**src/rtl/mem_store_unit.sv**
```systemverilog
// ---------------------------------------------------------------------------
// mem_store_unit
//   Store-data path from the MEM stage to an external asynchronous SRAM.
//   Stores pick their write data from one of NSRC operand sources (or zero),
//   are queued with their address in a DEPTH-entry FIFO, and are drained to
//   SRAM by a SETUP / WE-pulse / HOLD sequencer. Queued stores are forwarded
//   combinationally to loads.
//
// Ports
//   clk, rst        : clock, synchronous active-high reset
//   st_valid/ready  : store handshake from the MEM stage
//   st_addr         : store word address
//   src_data        : packed operand sources, source i at [i*DATA_W +: DATA_W]
//   src_sel         : source index, values >= NSRC select zero
//   ld_addr         : current load address for forwarding
//   fwd_hit/data    : youngest queued store matching ld_addr (data 0 on miss)
//   sram_addr       : SRAM address
//   sram_data_o     : SRAM write data
//   sram_data_oe    : write-data tristate enable
//   sram_we_n       : SRAM write enable, active low
//   drained         : FIFO empty and sequencer idle
// ---------------------------------------------------------------------------
module mem_store_unit #(
    parameter int DATA_W    = 16,
    parameter int ADDR_W    = 18,
    parameter int NSRC      = 2,
    parameter int SEL_W     = 2,
    parameter int DEPTH     = 4,
    parameter int PULSE_CYC = 1
) (
    input  logic                   clk,
    input  logic                   rst,
    input  logic                   st_valid,
    output logic                   st_ready,
    input  logic [ADDR_W-1:0]      st_addr,
    input  logic [NSRC*DATA_W-1:0] src_data,
    input  logic [SEL_W-1:0]       src_sel,
    input  logic [ADDR_W-1:0]      ld_addr,
    output logic                   fwd_hit,
    output logic [DATA_W-1:0]      fwd_data,
    output logic [ADDR_W-1:0]      sram_addr,
    output logic [DATA_W-1:0]      sram_data_o,
    output logic                   sram_data_oe,
    output logic                   sram_we_n,
    output logic                   drained
);

    localparam int PW    = $clog2(DEPTH);
    localparam int CNT_W = PW + 1;
    localparam int PCW   = $clog2(PULSE_CYC + 1);
    localparam logic [PCW-1:0] PC_LAST = PCW'(PULSE_CYC);

    localparam logic [1:0] S_IDLE  = 2'd0;
    localparam logic [1:0] S_SETUP = 2'd1;
    localparam logic [1:0] S_PULSE = 2'd2;
    localparam logic [1:0] S_HOLD  = 2'd3;

    logic [ADDR_W-1:0] r_addr_mem [DEPTH];
    logic [DATA_W-1:0] r_data_mem [DEPTH];
    logic [PW-1:0]     r_wr_ptr;
    logic [PW-1:0]     r_rd_ptr;
    logic [CNT_W-1:0]  r_count;
    logic [1:0]        r_state;
    logic [PCW-1:0]    r_pcnt;
    logic [ADDR_W-1:0] r_sram_addr;
    logic [DATA_W-1:0] r_sram_data;
    logic              r_oe;
    logic              r_we_n;

    logic [DATA_W-1:0] w_sel_data;
    logic              w_push;
    logic              w_pop;
    logic [PW-1:0]     w_rd_nxt;

    // Source mux; unmatched select values fall through to zero.
    always_comb begin
        w_sel_data = '0;
        for (int i = 0; i < NSRC; i++) begin
            if (src_sel == SEL_W'(i))
                w_sel_data = src_data[i*DATA_W +: DATA_W];
        end
    end

    // st_ready comes from the registered count only, so a pop in the same
    // cycle cannot open a slot early.
    assign st_ready = (r_count < CNT_W'(DEPTH));
    assign w_push   = st_valid && st_ready;
    assign w_pop    = (r_state == S_HOLD);
    assign w_rd_nxt = r_rd_ptr + PW'(1);

    always_ff @(posedge clk) begin
        if (w_push) begin
            r_addr_mem[r_wr_ptr] <= st_addr;
            r_data_mem[r_wr_ptr] <= w_sel_data;
        end
    end

    always_ff @(posedge clk) begin
        if (rst) begin
            r_wr_ptr <= '0;
            r_rd_ptr <= '0;
            r_count  <= '0;
        end else begin
            if (w_push) r_wr_ptr <= r_wr_ptr + PW'(1);
            if (w_pop)  r_rd_ptr <= w_rd_nxt;
            case ({w_push, w_pop})
                2'b10:   r_count <= r_count + CNT_W'(1);
                2'b01:   r_count <= r_count - CNT_W'(1);
                default: r_count <= r_count;
            endcase
        end
    end

    // Write sequencer. Address/data are loaded only on entry to SETUP, so
    // they stay stable across SETUP, PULSE and HOLD.
    always_ff @(posedge clk) begin
        if (rst) begin
            r_state     <= S_IDLE;
            r_pcnt      <= '0;
            r_sram_addr <= '0;
            r_sram_data <= '0;
            r_oe        <= 1'b0;
            r_we_n      <= 1'b1;
        end else begin
            case (r_state)
                S_IDLE: begin
                    if (r_count != '0) begin
                        r_state     <= S_SETUP;
                        r_sram_addr <= r_addr_mem[r_rd_ptr];
                        r_sram_data <= r_data_mem[r_rd_ptr];
                        r_oe        <= 1'b1;
                    end
                end
                S_SETUP: begin
                    r_state <= S_PULSE;
                    r_we_n  <= 1'b0;
                    r_pcnt  <= PCW'(1);
                end
                S_PULSE: begin
                    if (r_pcnt == PC_LAST) begin
                        r_state <= S_HOLD;
                        r_we_n  <= 1'b1;
                    end else begin
                        r_pcnt <= r_pcnt + PCW'(1);
                    end
                end
                S_HOLD: begin
                    // Head is popped this edge; chain straight into the next
                    // entry if one is already queued behind it.
                    if (r_count > CNT_W'(1)) begin
                        r_state     <= S_SETUP;
                        r_sram_addr <= r_addr_mem[w_rd_nxt];
                        r_sram_data <= r_data_mem[w_rd_nxt];
                    end else begin
                        r_state <= S_IDLE;
                        r_oe    <= 1'b0;
                    end
                end
                default: begin
                    r_state <= S_IDLE;
                    r_we_n  <= 1'b1;
                    r_oe    <= 1'b0;
                end
            endcase
        end
    end

    // Forwarding: walk oldest to youngest so the youngest match wins. The
    // head stays visible while it is being written, until its pop edge.
    always_comb begin
        fwd_hit  = 1'b0;
        fwd_data = '0;
        for (int k = 0; k < DEPTH; k++) begin
            if ((CNT_W'(k) < r_count) &&
                (r_addr_mem[r_rd_ptr + PW'(k)] == ld_addr)) begin
                fwd_hit  = 1'b1;
                fwd_data = r_data_mem[r_rd_ptr + PW'(k)];
            end
        end
    end

    assign sram_addr    = r_sram_addr;
    assign sram_data_o  = r_sram_data;
    assign sram_data_oe = r_oe;
    assign sram_we_n    = r_we_n;
    assign drained      = (r_count == '0) && (r_state == S_IDLE);

endmodule
```
**config.mk**
```make
export PLATFORM = sky130hd
export DESIGN_NAME = mem_store_unit
export DESIGN_NICKNAME = d
export VERILOG_FILES = /design/src/rtl/mem_store_unit.sv
export SDC_FILE = /design/constraint.sdc
export NUM_CORES = 1
export LEC_CHECK = 0
export BUFFER_PORTS_ARGS = -buffer_cell sky130_fd_sc_hd__buf_2
export CORE_MARGIN = 3
export CORE_UTILIZATION = 35
export CTS_CLUSTER_DIAMETER = 150
export CTS_CLUSTER_SIZE = 24
export DETAILED_ROUTE_END_ITERATION = 12
export RECOVER_POWER = 100
export SETUP_SLACK_MARGIN = 0.4
export SLEW_MARGIN = 30
export SYNTH_ARGS = -nofsm -noshare
export SYNTH_HDL_FRONTEND = slang
export SYNTH_SLANG_ARGS = --single-unit
```
**constraint.sdc**
```tcl
create_clock -name clk -period 10.35 [get_ports clk]
set_input_delay 3.105 -clock clk [delete_from_list [all_inputs] [get_ports clk]]
set_output_delay 3.105 -clock clk [all_outputs]
set_load 0.05 [all_outputs]
```
; Word-level counts from Yosys, hierarchy flattened
; Memories as Yosys holds them, arrays and structs flattened. A register that Yosys moved wholly into a read port is not among the register bits.
; Cells that the tools add are included.
; Widths: inputs -> output; s select.
[classes]
addsub = 7
n_lt_le_gt_ge = 6
eq_ne = 14
n_mux = 34
n_reduce_logical = 17
[ops]
columns = cell, count
row1 = $mux 16, 8
row2 = $eq 18x18->1, 4
row3 = $mux 18, 2
row4 = $pmux 18 s2, 1
row5 = $pmux 16 s2, 1
row6 = $mux 2, 6
row7 = $mux 1, 11
row8 = $pmux 2 s4, 1
row9 = $eq 2x1->1 const B, 3
row10 = $eq 2x2->1 const B, 3
row11 = $logic_and 1x1->1, 6
row12 = $lt 1x3->1 const A, 2
row13 = $lt 2x3->1 const A, 2
row14 = $ne 2x2->1 const B, 3
row15 = $pmux 1 s2, 3
row16 = $pmux 3 s2, 1
row17 = $reduce_and 3->1, 2
row18 = $reduce_bool 2->1, 3
row19 = $add 2x1->2 const B, 2
row20 = $add 2x2->2 const B, 2
row21 = $logic_not 2->1, 2
row22 = $reduce_and 2->1, 2
row23 = $add 3x1->3 const B, 1
row24 = $gt 3x1->1 const B, 1
row25 = other kinds (6), 6
[word_totals]
ff_bits = 46
ram_bits = 136
inputBits = 73
out_inout_bits = 55
wordCells = 89
memories = 2
[memory_table]
columns = name, words, width, read_ports, rd_clocked_by_memory_dff, wr, line_no
row1 = r_addr_mem, 4, 18, 4, 1, 1, 58  ; logic [ADDR_W-1:0] r_addr_mem [DEPTH];
row2 = r_data_mem, 4, 16, 4, 1, 1, 59  ; logic [DATA_W-1:0] r_data_mem [DEPTH];

; Logic depth before layout (Yosys ltp)
; An unclocked memory read counts as a cell.
[depth]
ltp_word = 7
ltp_mapped = 14
depth_no_buf = 9

; Worst setup path after synthesis
; No wires, ideal clock.
[synth_timing]
path_kind = input -> output
from = input ld_addr[14]
to = output fwd_data[14]
arrival_time_ns = 6.071
required_ns = 7.245
slack_ns = 1.174
path_stages = 8
n_path_buf = 2
cell_sequence = buf_1 -> xnor2_1 -> a2111oi_0 -> o221ai_1 -> nor4_4 -> buf_2 -> nand3_1 -> a311oi_1
[synth_via]
elab_chain_cells = 6
word_cells_on_any_way = 12
classes_between = 4 x eq/ne / 4 x mux / 4 x reduce/logical
[synth_lines]
columns = item, line_no
row1 = start: declaration, 38  ; input logic [ADDR_W-1:0] ld_addr,
row2 = $eq 18x18->1, 175  ; (r_addr_mem[r_rd_ptr + PW'(k)] == ld_addr)) begin
row3 = $logic_and 1x1->1, 174  ; if ((CNT_W'(k) < r_count) &&
row4 = $mux 16 (3 in series), 174
row5 = $mux 16 *, 174
row6 = end: declaration, 40  ; output logic [DATA_W-1:0] fwd_data,
; Mark *: on every way between the ends. The rest lies on a longest branch, timed or not.

; Worst setup path after layout
[layout_timing]
from = input ld_addr[16]
to = output fwd_data[8]
; Same word-level chain as after synthesis.

==> metrics.log <==
INFO  metric hold_depth = 2
INFO  metric core = 32,600 um2
INFO  metric async_flop_share = 0
INFO  metric cts-buffers-inserted = 17
INFO  metric period_needed = 9.47 ns
INFO  metric floorplan_die_width = 188 um
INFO  metric setup_viol_count_final = 0
INFO  metric finalClockSkew = 0.0117 ns
INFO  metric synthMostInstantiatedCell = edfxtp_1
INFO  metric netlist_instances = 880
INFO  metric num_vias = 7,893
INFO  metric buffer_cell_driving_the_clock_tree_root = clkbuf_16
INFO  metric critical_path.max_fanout = 10
INFO  metric clock_latency = 0.44 ns
INFO  metric switching_share_of_total_power = 0.396
INFO  metric first_pass_iters = 5
INFO  metric arrival = 6.36 ns
INFO  metric min_from = sram_data_o[12]
INFO  metric layout-drive-gt1-share = 0.241
INFO  metric detail_route.iter0.violations = 773
INFO  metric rsz_0062_raised_after_global_routing = no
INFO  metric internal_pwr_total = 1.52 mW
INFO  metric post_cts_hold_buffer_count = 0
INFO  metric slew_headroom = -0.782
INFO  metric grt-ovfl-total = 0
INFO  metric p_sw = 0.997 mW
INFO  metric power.share.clock = 0.244
INFO  metric maxCapViolations = 5
INFO  metric path_clk_slew = 0.07 ns
INFO  metric gp_congestion = 0.888
INFO  metric vias_in_the_first_global_route = 7,913
INFO  metric setup-tns-final = 0 ns
INFO  metric synthTopCellsByCount = edfxtp_1 (136), mux4_2 (113), mux2i_1 (81)
INFO  metric cts_tree = done
INFO  metric cellLeakagePower = 4.13 nW
INFO  metric grt_usage = 0.176
INFO  metric yosys.area.top_type = edfxtp_1
INFO  metric drt.antenna.violating_nets = 0
INFO  metric reg2reg_from = r_count[2]
INFO  metric cp-end-kind = output pin
INFO  metric detail_route.vias_per_cell = 5.56
INFO  metric power.ir.vdd_worst = 161 uV
INFO  metric ys_seq_elements = 184
INFO  metric synth-warning-count = 0
INFO  metric power.density = 193 nW/um2
INFO  metric grt_pass1_wl = 47,500 um
INFO  metric critical_path.startpoint_type = input port
INFO  metric synth.area.top_cells = edfxtp_1 (35%), mux4_2 (22%), dfxtp_1 (8.3%)
INFO  metric worst_case_hold_path_end_point = sram_data_o[12]
INFO  metric io_buffer_count = 127
INFO  metric fp.dieH = 188 um
INFO  metric synth_edf_count = 136
INFO  metric timing.setup.critical_path_class = in -> out
INFO  metric start_util = 0.357
INFO  metric hold_viol_final = 0
INFO  metric reg2reg_to = r_addr_mem[1][2]
INFO  metric postSynth.topFlopCell = edfxtp_1
INFO  metric hold_class = reg -> reg
INFO  metric nNetsFinal = 1,051
INFO  metric total_power = 2.52 mW
INFO  metric post_synth_instance_area = 11,600 um2
INFO  metric cp.required = 7.25 ns
INFO  metric hpwl = 21,700 um
INFO  metric period_share = 0.915
INFO  metric failed_checks = max-capacitance violations, max-slew violations
INFO  metric yosysSeqAreaShare = 0.434
INFO  metric fp-row-count = 66
INFO  metric area_growth_syn_to_layout = 11.9%
INFO  metric number_of_levels_the_h_tree_was_split_into = 4
INFO  metric combPwrFrac = 0.363
INFO  metric synth_fp_nets = 967
INFO  metric number_of_primary_i_o_pins = 128
INFO  metric run_status = finished with violations
INFO  metric worst-r2r-cell-count = 3
INFO  metric post_cts_resize_count = 0
INFO  metric finalMaxSlewViolations = 177
INFO  metric max_freq = 106 MHz
INFO  metric synthDistinctLibCells = 52
INFO  metric drt-wirelength-per-cell = 22.2 um
INFO  metric worst-r2r-setup-slack = 6.61 ns
INFO  metric antenna_violations_before_repair = 2
INFO  metric power.share.sequential = 0.394
INFO  metric tightestPinTransition = 2.67 ns
INFO  metric grt_start_max_net_pins = 63
INFO  metric cts.path.max_buffers = 2
INFO  metric cts_setup_buffers = 0
INFO  metric post_detailed_routing_wire_length = 31,500 um
INFO  metric drcViolationCount = 0
INFO  metric clock-sinks = 184
INFO  metric netlist.area_leader.share = 0.351
INFO  metric die_area = 35,400 um2
INFO  metric synth.avg_cell_area = 13.2 um2
## how the worst max path moves through the flow
| stage | from | to | slack (ns) | cells past startpoint |
|---|---|---|---|---|
| finish | ld_addr[16] | fwd_data[8] | 0.88 | 9 |
| global route | ld_addr[6] | fwd_data[8] | 0.64 | 9 |
| CTS | ld_addr[16] | fwd_data[8] | 1.23 | 9 |
| detailed placement | ld_addr[16] | fwd_data[8] | 1.25 | 9 |
| global placement | ld_addr[16] | fwd_data[8] | 1.24 | 9 |
| floorplan | ld_addr[14] | fwd_data[14] | 1.17 | 8 |
## cells by family (layout without fill, tap and decap cells)
family,after synthesis,after routing,synth area share
and+or+nand+nor,206,206,0.0861
other,0,1,0
AOI/OAI and AO/OA,101,101,0.0704
xor gates and xnor gates,84,84,0.0633
muxes,200,200,0.294
adders and majority gates,14,14,0.0151
DFF,184,184,0.434
buffers and inverters,91,188,0.0370
## worst max-delay path, stage by stage
cell	delay, ns
buf_2	0.13
xor2_1	0.17
a2111oi_0	0.47
o221ai_1	0.27
nor4_4	0.72
clkbuf_1	0.48
nand3_1	0.16
a311oi_2	0.34
clkbuf_1	0.50
## flip-flops by register name, indices dropped and copies added (netlist names), named ones only
| name | count |
|---|---|
| r_rd_ptr | 2 |
| sram_data_oe | 1 |
| r_addr_mem | 72 |
| r_wr_ptr | 2 |
| sram_data_o | 16 |
| r_state | 2 |
| sram_addr | 18 |
| r_data_mem | 64 |
| sram_we_n | 1 |
| r_pcnt | 1 |
| r_count | 3 |
## layout by cell type (no fill, tap or decap), drive strengths merged, types with 2 or more instances in the layout
cell / Yosys / layout
clkinvlp: 0 / 2
or3: 2 / 2
a311oi: 21 / 21
nor4: 7 / 7
nand2b: 3 / 3
o221ai: 2 / 2
ha: 14 / 14
o211ai: 3 / 3
o21bai: 2 / 2
o2111ai: 2 / 2
nor2: 72 / 72
nand4: 7 / 7
mux2: 6 / 6
and2: 6 / 6
dfxtp: 48 / 48
mux2i: 81 / 81
a21oi: 7 / 7
clkbuf: 39 / 96
o22ai: 8 / 8
nor3: 22 / 22
a2111oi: 3 / 3
nand3: 22 / 22
a211oi: 35 / 35
inv: 11 / 19
buf: 40 / 65
nor2b: 22 / 22
edfxtp: 136 / 136
xor2: 42 / 42
mux4: 113 / 113
o21ai: 13 / 13
clkinv: 1 / 6
xnor2: 42 / 42
nand2: 38 / 38
## layer usage
metal | track usage | wire [um]
met1 | 0.238 | 14000
met2 | 0.278 | 14500
met3 | 0.0447 | 2040
met4 | 0.0603 | 878
met5 | 0 | 20
## final cells by class
| cell class | count | area, um2 |
|---|---|---|
| Fill cell | 3087 | 19600 |
| Multi-Input combinational cell | 605 | 6170 |
| Sequential cell | 184 | 5050 |
| Timing Repair Buffer | 144 | 652 |
| Tap cell | 442 | 553 |
| Clock buffer | 17 | 425 |
| Clock inverter | 15 | 115 |
| Inverter | 12 | 45.0 |
| Antenna cell | 1 | 2.50 |
## power groups by stage
| stage | combinational [mW] | clock [mW] | sequential [mW] |
|---|---|---|---|
| CTS | 0.935 | 0.623 | 0.988 |
| detailed placement | 0.932 | 0 | 1.00 |
| floorplan | 0.548 | 0 | 1.14 |
| finish | 0.913 | 0.613 | 0.991 |
| global route | 0.996 | 0.655 | 1.01 |
| global placement | 0.928 | 0 | 1.00 |
## metrics by stage
stage / utilization / hold slack [ns] / instances / setup WS (ns) / instance area [um2]
after floorplan: - / 0.456 / 880 / 1.17 / 11600
after global placement: 0.386 / 0.486 / 1387 / 1.24 / 12600
after detailed placement: 0.386 / 0.488 / 1387 / 1.25 / 12600
after CTS: 0.402 / 0.498 / 1419 / 1.23 / 13100
after global routing: 0.399 / 0.525 / 1420 / 0.640 / 13000
final: 0.399 / 0.499 / 1420 / 0.880 / 13000
(Power assumes the default switching activity.)
